[src/rtl/actor_merge_rr.sv]
// Round-robin N-to-1 token merge feeding a one-entry output buffer.
// in_ACK is granted combinationally; the granted token appears on out_* after the next edge.
module actor_merge_rr #(
    parameter int unsigned DATA_W = 8,
    parameter int unsigned N_CH   = 4,
    parameter int unsigned CNT_W  = 32
) (
    input  logic                    CLK,
    input  logic                    RESET,
    input  logic [N_CH*DATA_W-1:0]  in_DATA,
    input  logic [N_CH-1:0]         in_SEND,
    input  logic [N_CH*16-1:0]      in_COUNT,
    output logic [N_CH-1:0]         in_ACK,
    output logic [DATA_W-1:0]       out_DATA,
    output logic [$clog2(N_CH)-1:0] out_TAG,
    output logic                    out_SEND,
    output logic [15:0]             out_COUNT,
    input  logic                    out_ACK,
    output logic [CNT_W-1:0]        tokens_total
);
    localparam int unsigned TAG_W = $clog2(N_CH);

    localparam logic StEmpty = 1'b0;
    localparam logic StFull  = 1'b1;

    logic              state_q, state_d;
    logic [DATA_W-1:0] data_q, data_d;
    logic [TAG_W-1:0]  tag_q, tag_d;
    logic [TAG_W-1:0]  ptr_q, ptr_d;
    logic [CNT_W-1:0]  total_q, total_d;

    logic              grant_vld;
    logic [TAG_W-1:0]  grant_idx;
    logic [TAG_W-1:0]  cand;
    logic [TAG_W-1:0]  ptr_nxt;
    logic              can_accept;
    logic              accept;

    // Per-channel counts carry no weight in arbitration.
    logic unused_count;
    assign unused_count = ^in_COUNT;

    // First requesting channel at or after ptr, wrapping modulo N_CH.
    always_comb begin
        grant_vld = 1'b0;
        grant_idx = '0;
        cand      = '0;
        for (int k = 0; k < N_CH; k++) begin
            cand = TAG_W'((32'(ptr_q) + 32'(k)) % N_CH);
            if (!grant_vld && in_SEND[cand]) begin
                grant_vld = 1'b1;
                grant_idx = cand;
            end
        end
    end

    assign ptr_nxt    = (grant_idx == TAG_W'(N_CH - 1)) ? '0 : grant_idx + 1'b1;
    assign can_accept = (state_q == StEmpty) || out_ACK;
    // Gating with RESET keeps in_ACK low for the whole reset pulse, not just after an edge.
    assign accept     = grant_vld && can_accept && !RESET;

    always_comb begin
        in_ACK  = '0;
        state_d = state_q;
        data_d  = data_q;
        tag_d   = tag_q;
        ptr_d   = ptr_q;
        total_d = total_q;
        if (accept) begin
            in_ACK[grant_idx] = 1'b1;
            state_d = StFull;
            data_d  = in_DATA[32'(grant_idx) * DATA_W +: DATA_W];
            tag_d   = grant_idx;
            ptr_d   = ptr_nxt;
            total_d = total_q + 1'b1;
        end else if (state_q == StFull && out_ACK) begin
            state_d = StEmpty;
        end
    end

    always_ff @(posedge CLK or posedge RESET) begin
        if (RESET) begin
            state_q <= StEmpty;
            data_q  <= '0;
            tag_q   <= '0;
            ptr_q   <= '0;
            total_q <= '0;
        end else begin
            state_q <= state_d;
            data_q  <= data_d;
            tag_q   <= tag_d;
            ptr_q   <= ptr_d;
            total_q <= total_d;
        end
    end

    assign out_SEND     = (state_q == StFull);
    assign out_COUNT    = {15'd0, out_SEND};
    assign out_DATA     = data_q;
    assign out_TAG      = tag_q;
    assign tokens_total = total_q;

endmodule

[config.mk]
export PLATFORM = sky130hd
export DESIGN_NAME = actor_merge_rr
export DESIGN_NICKNAME = d
export VERILOG_FILES = /design/src/rtl/actor_merge_rr.sv
export SDC_FILE = /design/constraint.sdc
export NUM_CORES = 1
export LEC_CHECK = 0
export ABC_AREA = 1
export BUFFER_PORTS_ARGS = -buffer_cell sky130_fd_sc_hd__buf_2
export CAP_MARGIN = 20
export CORE_MARGIN = 2
export CORE_UTILIZATION = 45
export DETAILED_ROUTE_END_ITERATION = 10
export GPL_ROUTABILITY_DRIVEN = 0
export PLACE_DENSITY = 0.8
export SKIP_CTS_REPAIR_TIMING = 1
export SLEW_MARGIN = 20
export SYNTH_ARGS = -nofsm -noshare
export SYNTH_HDL_FRONTEND = slang
export SYNTH_SLANG_ARGS = --single-unit
[constraint.sdc]
create_clock -name CLK -period 2.8 [get_ports CLK]
set_input_delay 0.28 -clock CLK [delete_from_list [all_inputs] [get_ports CLK]]
set_output_delay 0.28 -clock CLK [all_outputs]
set_load 0.02 [all_outputs]
==> flow_summary.html <==
<table>
<tr><th>Metric</th><th>Value</th></tr>
<tr><th colspan="2">Cells and area</th></tr>
<tr><td>FF/Latch Area</td><td>1127 µm²</td></tr>
<tr><td>Most common library cell in the layout ignoring fill and taps</td><td>sky130_fd_sc_hd__nand2_1</td></tr>
<tr><td>Number of diodes added for antenna fixing</td><td>0</td></tr>
<tr><td>Layout fillers</td><td>655</td></tr>
<tr><td>End-of-flow core utilization</td><td>54.54%</td></tr>
<tr><td>Fraction of final layout cells sized beyond drive strength 1</td><td>23.76%</td></tr>
<tr><td>Synthesis-to-layout area growth</td><td>18.37%</td></tr>
<tr><td>Number of nets in the final layout</td><td>631</td></tr>
<tr><td>Most frequent cells in the layout</td><td>148 x sky130_fd_sc_hd__nand2_1, 86 x sky130_fd_sc_hd__buf_2, 46 x sky130_fd_sc_hd__nand3_1</td></tr>
<tr><td>Final standard cell count with taps included and fillers excluded</td><td>606</td></tr>
<tr><td>Multi-input logic area</td><td>roughly 1700 µm²</td></tr>
<tr><th colspan="2">Hold path</th></tr>
<tr><td>HP Class</td><td>in2async</td></tr>
<tr><th colspan="2">Placed design</th></tr>
<tr><td>DP Cell Count</td><td>approximately 600</td></tr>
<tr><td>Count of input and output buffers</td><td>86</td></tr>
<tr><td>Post-DP HPWL</td><td>5861 µm</td></tr>
<tr><td>Setup slack at placement</td><td>roughly 0.27 ns</td></tr>
<tr><th colspan="2">Setup path</th></tr>
<tr><td>Slowest library cell on the worst path</td><td>sky130_fd_sc_hd__dfrtp_2</td></tr>
<tr><td>Data arrival time at the worst-slack endpoint</td><td>around 2.3 ns</td></tr>
<tr><td>Cell type with the highest occurrence count on the critical path</td><td>sky130_fd_sc_hd__nand2_1</td></tr>
<tr><td>Data required time of the critical path</td><td>2.52 ns</td></tr>
<tr><td>Reg2reg start</td><td>ptr_q[0]$_DFFE_PP0P_</td></tr>
<tr><td>Endpoint class of the critical path</td><td>primary output</td></tr>
<tr><td>Launching element type of the critical path</td><td>flip-flop</td></tr>
<tr><td>Start point of the critical path</td><td>ptr_q[0]$_DFFE_PP0P_</td></tr>
<tr><td>Critical Path Fanout Max</td><td>19</td></tr>
<tr><td>Type of the worst setup path</td><td>reg2out</td></tr>
<tr><td>Stage delay of the slowest cell on the critical path</td><td>0.50 ns</td></tr>
<tr><td>Cell Chain, Critical Path</td><td>inv_4, nand2_1, nand2_1, nand2_1, nand2_1, nor2_4, nand3_4, nand3_4, inv_4, nand2_1, nor2_1, buf_2</td></tr>
<tr><th colspan="2">Global route</th></tr>
<tr><td>Maximum number of pins on one net before global-route repair</td><td>46</td></tr>
<tr><td>Antenna violations before repair</td><td>0</td></tr>
<tr><td>Vias in the first global route</td><td>2825</td></tr>
<tr><td>Global route total overflow</td><td>0</td></tr>
<tr><td>Global-route wire length before repair</td><td>12730 µm</td></tr>
<tr><td>All-layer global routing usage</td><td>20.93%</td></tr>
<tr><th colspan="2">Die</th></tr>
<tr><td>Total die area</td><td>7599 µm²</td></tr>
<tr><td>Io pins</td><td>between 150 and 200</td></tr>
<tr><td>Initial standard-cell utilization of the core</td><td>46.07%</td></tr>
<tr><td>Width of the chip</td><td>a little under 90 µm</td></tr>
<tr><td>Site Rows</td><td>30</td></tr>
<tr><td>Vert. Die Dim</td><td>87.17 µm</td></tr>
<tr><td>Core footprint</td><td>6756 µm²</td></tr>
<tr><th colspan="2">Synthesis</th></tr>
<tr><td>Top cells by area, synth</td><td>sky130_fd_sc_hd__dfrtp_1 36%, sky130_fd_sc_hd__nand2_1 18%, sky130_fd_sc_hd__nand3_1 7.4%, sky130_fd_sc_hd__xor2_1 5.1%, sky130_fd_sc_hd__inv_1 4.8%</td></tr>
<tr><td>Main combinational cell family by area after synthesis</td><td>simple AND/OR/NAND/NOR gates</td></tr>
<tr><td>Mean instance size in the synthesized netlist</td><td>7.206 µm²</td></tr>
<tr><td>Synthesis warning total</td><td>0</td></tr>
<tr><td>Cell type contributing the most total cell area after synthesis</td><td>sky130_fd_sc_hd__dfrtp_1</td></tr>
<tr><td>Adder-cell share of the synthesized area</td><td>0.8039%</td></tr>
<tr><td>Post-synthesis cell type count</td><td>26</td></tr>
<tr><td>Synth Area in XOR/XNOR</td><td>under 10%</td></tr>
<tr><td>Total standard cell area after synthesis</td><td>3113 µm²</td></tr>
<tr><td>Flop and latch count out of synthesis</td><td>45</td></tr>
<tr><td>Sequential cell area fraction in the yosys report</td><td>36.17%</td></tr>
<tr><td>Cell count after synthesis</td><td>between 400 and 500</td></tr>
<tr><td>Area fraction in and, or, nand and nor cells after synthesis</td><td>41.28%</td></tr>
<tr><td>Proportion of netlist area held by the largest area contributor</td><td>36.17%</td></tr>
<tr><td>Synthesized-area fraction occupied by ao, oa, aoi and oai cells</td><td>between 1.5 and 2%</td></tr>
<tr><td>Portion of netlist area occupied by mux cells</td><td>0%</td></tr>
<tr><th colspan="2">Timing</th></tr>
<tr><td>Min Clock Period, post-route</td><td>2.605 ns</td></tr>
<tr><td>Highest Clock Rate</td><td>383.8 MHz</td></tr>
<tr><td>Worst Clk Skew</td><td>0.004727 ns</td></tr>
<tr><td>Post-route setup slack</td><td>0.1947 ns</td></tr>
<tr><td>Worst-Margin Slew</td><td>about 0.57 ns</td></tr>
<tr><td>Hold Slack</td><td>0.2200 ns</td></tr>
<tr><td>Hold violation total from the final report</td><td>0</td></tr>
<tr><td>RSZ-0062 raised after global routing</td><td>no</td></tr>
<tr><td>Final period utilization</td><td>93.05%</td></tr>
<tr><td>Setup TNS</td><td>0 ns</td></tr>
<tr><td>Final slew viol count</td><td>0</td></tr>
<tr><td>Worst slew margin</td><td>61.99%</td></tr>
<tr><td>Final setup fails</td><td>0</td></tr>
<tr><th colspan="2">Power</th></tr>
<tr><td>Combinational Power Share</td><td>59.3%</td></tr>
<tr><td>Power Density</td><td>approximately 930 nW/µm²</td></tr>
<tr><td>Switching power as a share of total power</td><td>between 50% and 60%</td></tr>
<tr><td>Maximum ir drop on the vdd rail</td><td>413.9 µV</td></tr>
<tr><td>Internal power contribution</td><td>1.679 mW</td></tr>
<tr><td>Relative contribution of sequential cells to total power</td><td>between 20% and 30%</td></tr>
<tr><td>LEAKAGE</td><td>between 1.5 and 2 nW</td></tr>
<tr><td>Sw power</td><td>1.734 mW</td></tr>
<tr><td>Share of total power in the clock network</td><td>a little under an eighth</td></tr>
<tr><th colspan="2">Clocking</th></tr>
<tr><td>Root buffer cell</td><td>sky130_fd_sc_hd__clkbuf_8</td></tr>
<tr><td>H-tree depth</td><td>2</td></tr>
<tr><td>Clock tree from TritonCTS</td><td>built</td></tr>
<tr><td>Clock transition at the registers of the reported paths</td><td>about 0.080 ns</td></tr>
<tr><td>Count of clock tree sinks</td><td>45</td></tr>
<tr><td>Number of buffers inserted during clock tree synthesis</td><td>5</td></tr>
<tr><td>Clock latency on the worst-skew pair</td><td>0.30 ns</td></tr>
<tr><td>Buffer levels on the longest clock path</td><td>2</td></tr>
<tr><th colspan="2">Route</th></tr>
<tr><td>Average via count per standard cell</td><td>slightly above 5</td></tr>
<tr><td>DR WL/cell</td><td>13.19 µm</td></tr>
<tr><td>Via total after detailed routing</td><td>between 3000 and 4000</td></tr>
<tr><td>Number of design rule violations left after detail routing</td><td>0</td></tr>
<tr><td>ANT nets after route</td><td>0</td></tr>
<tr><td>1st-pass router iterations</td><td>5</td></tr>
<tr><td>Wirelength, routed</td><td>around 8000 µm</td></tr>
<tr><td>Initial drt markers</td><td>105</td></tr>
<tr><th colspan="2">Job</th></tr>
<tr><td>Maximum capacitance violations</td><td>0</td></tr>
<tr><th colspan="2">Status</th></tr>
<tr><td>Result of the run</td><td>complete, no violations</td></tr>
</table>
## through the flow
stage,cell area [µm²],total power [mW]
floorplan,3166,2.479
global placement,3522,2.851
detailed placement,3522,2.899
CTS,3608,3.317
global route,3685,3.710
finish,3685,3.413
## worst paths after layout
kind                       slack (ns)  cells after the start                      endpoint
min in group CLK                 0.30                      5       out_DATA[6]$_DFFE_PP0P_
max in group asynchronous        2.17                      3          ptr_q[0]$_DFFE_PP0P_
min                              0.22                      3        out_TAG[1]$_DFFE_PP0P_
max                              0.19                     12                     in_ACK[1]
min reg2reg                      0.49                      2        out_TAG[1]$_DFFE_PP0P_
max reg2reg                      0.43                     13  tokens_total[21]$_DFFE_PP0P_
## cells by family (layout without fill, tap and decap cells)
group,Yosys count,after routing
other cells,1,15
flops,45,45
simple gates,276,277
xor+xnor,29,29
compound gates,10,10
buf+inv,69,148
fa+ha+maj,2,2
## state kept, by name (all words and copies together), names as in the netlist
register and flops:
tokens_total 32, out_DATA 8, out_TAG 2, ptr_q 2
out_SEND 1
## worst max-delay path, delay by kind of cell (launching register included)
family | cells | cell delay (ns)
flops | 1 | 0.50
simple gates | 9 | 1.05
buf+inv | 3 | 0.47
## cells in the mapped netlist, drive strengths merged
cell	count
a31oi	1
buf	26
conb	1
dfrtp	45
ha	2
inv	43
nand2	149
nand3	49
nand3b	9
nand4	11
nor2	34
nor3	21
nor4	3
o21a	1
o21ai	8
xnor2	11
xor2	18
## layout make-up
class                           count  area share, %
Clock buffer                        7          2.343
Inverter                           43          4.516
Multi-Input combinational cell    333          45.70
Sequential cell                    45          30.59
Tap cell                           80          2.716
Timing Repair Buffer               98          14.13
## per-layer routing
metal | GRT usage (%) | routed length, µm | vias up
met3 | 4.834 | 632 | 17
met5 | 0 | 0 | -
li1 | - | - | 1536
met1 | 24.17 | 3335 | 1438
met4 | 5.874 | 132 | 0
met2 | 38.51 | 3890 | 146
## power by group through the flow
| stage | clock network [mW] | logic [mW] | registers [mW] |
|---|---|---|---|
| 2_1_floorplan | 0 | 1.35 | 1.13 |
| 3_3_place_gp | 0 | 1.87 | 0.984 |
| 3_5_place_dp | 0 | 1.91 | 0.990 |
| 4_1_cts | 0.424 | 1.91 | 0.979 |
| 5_1_grt | 0.455 | 2.25 | 1.01 |
| 6_report | 0.407 | 2.02 | 0.983 |
(Power assumes the default switching activity.)
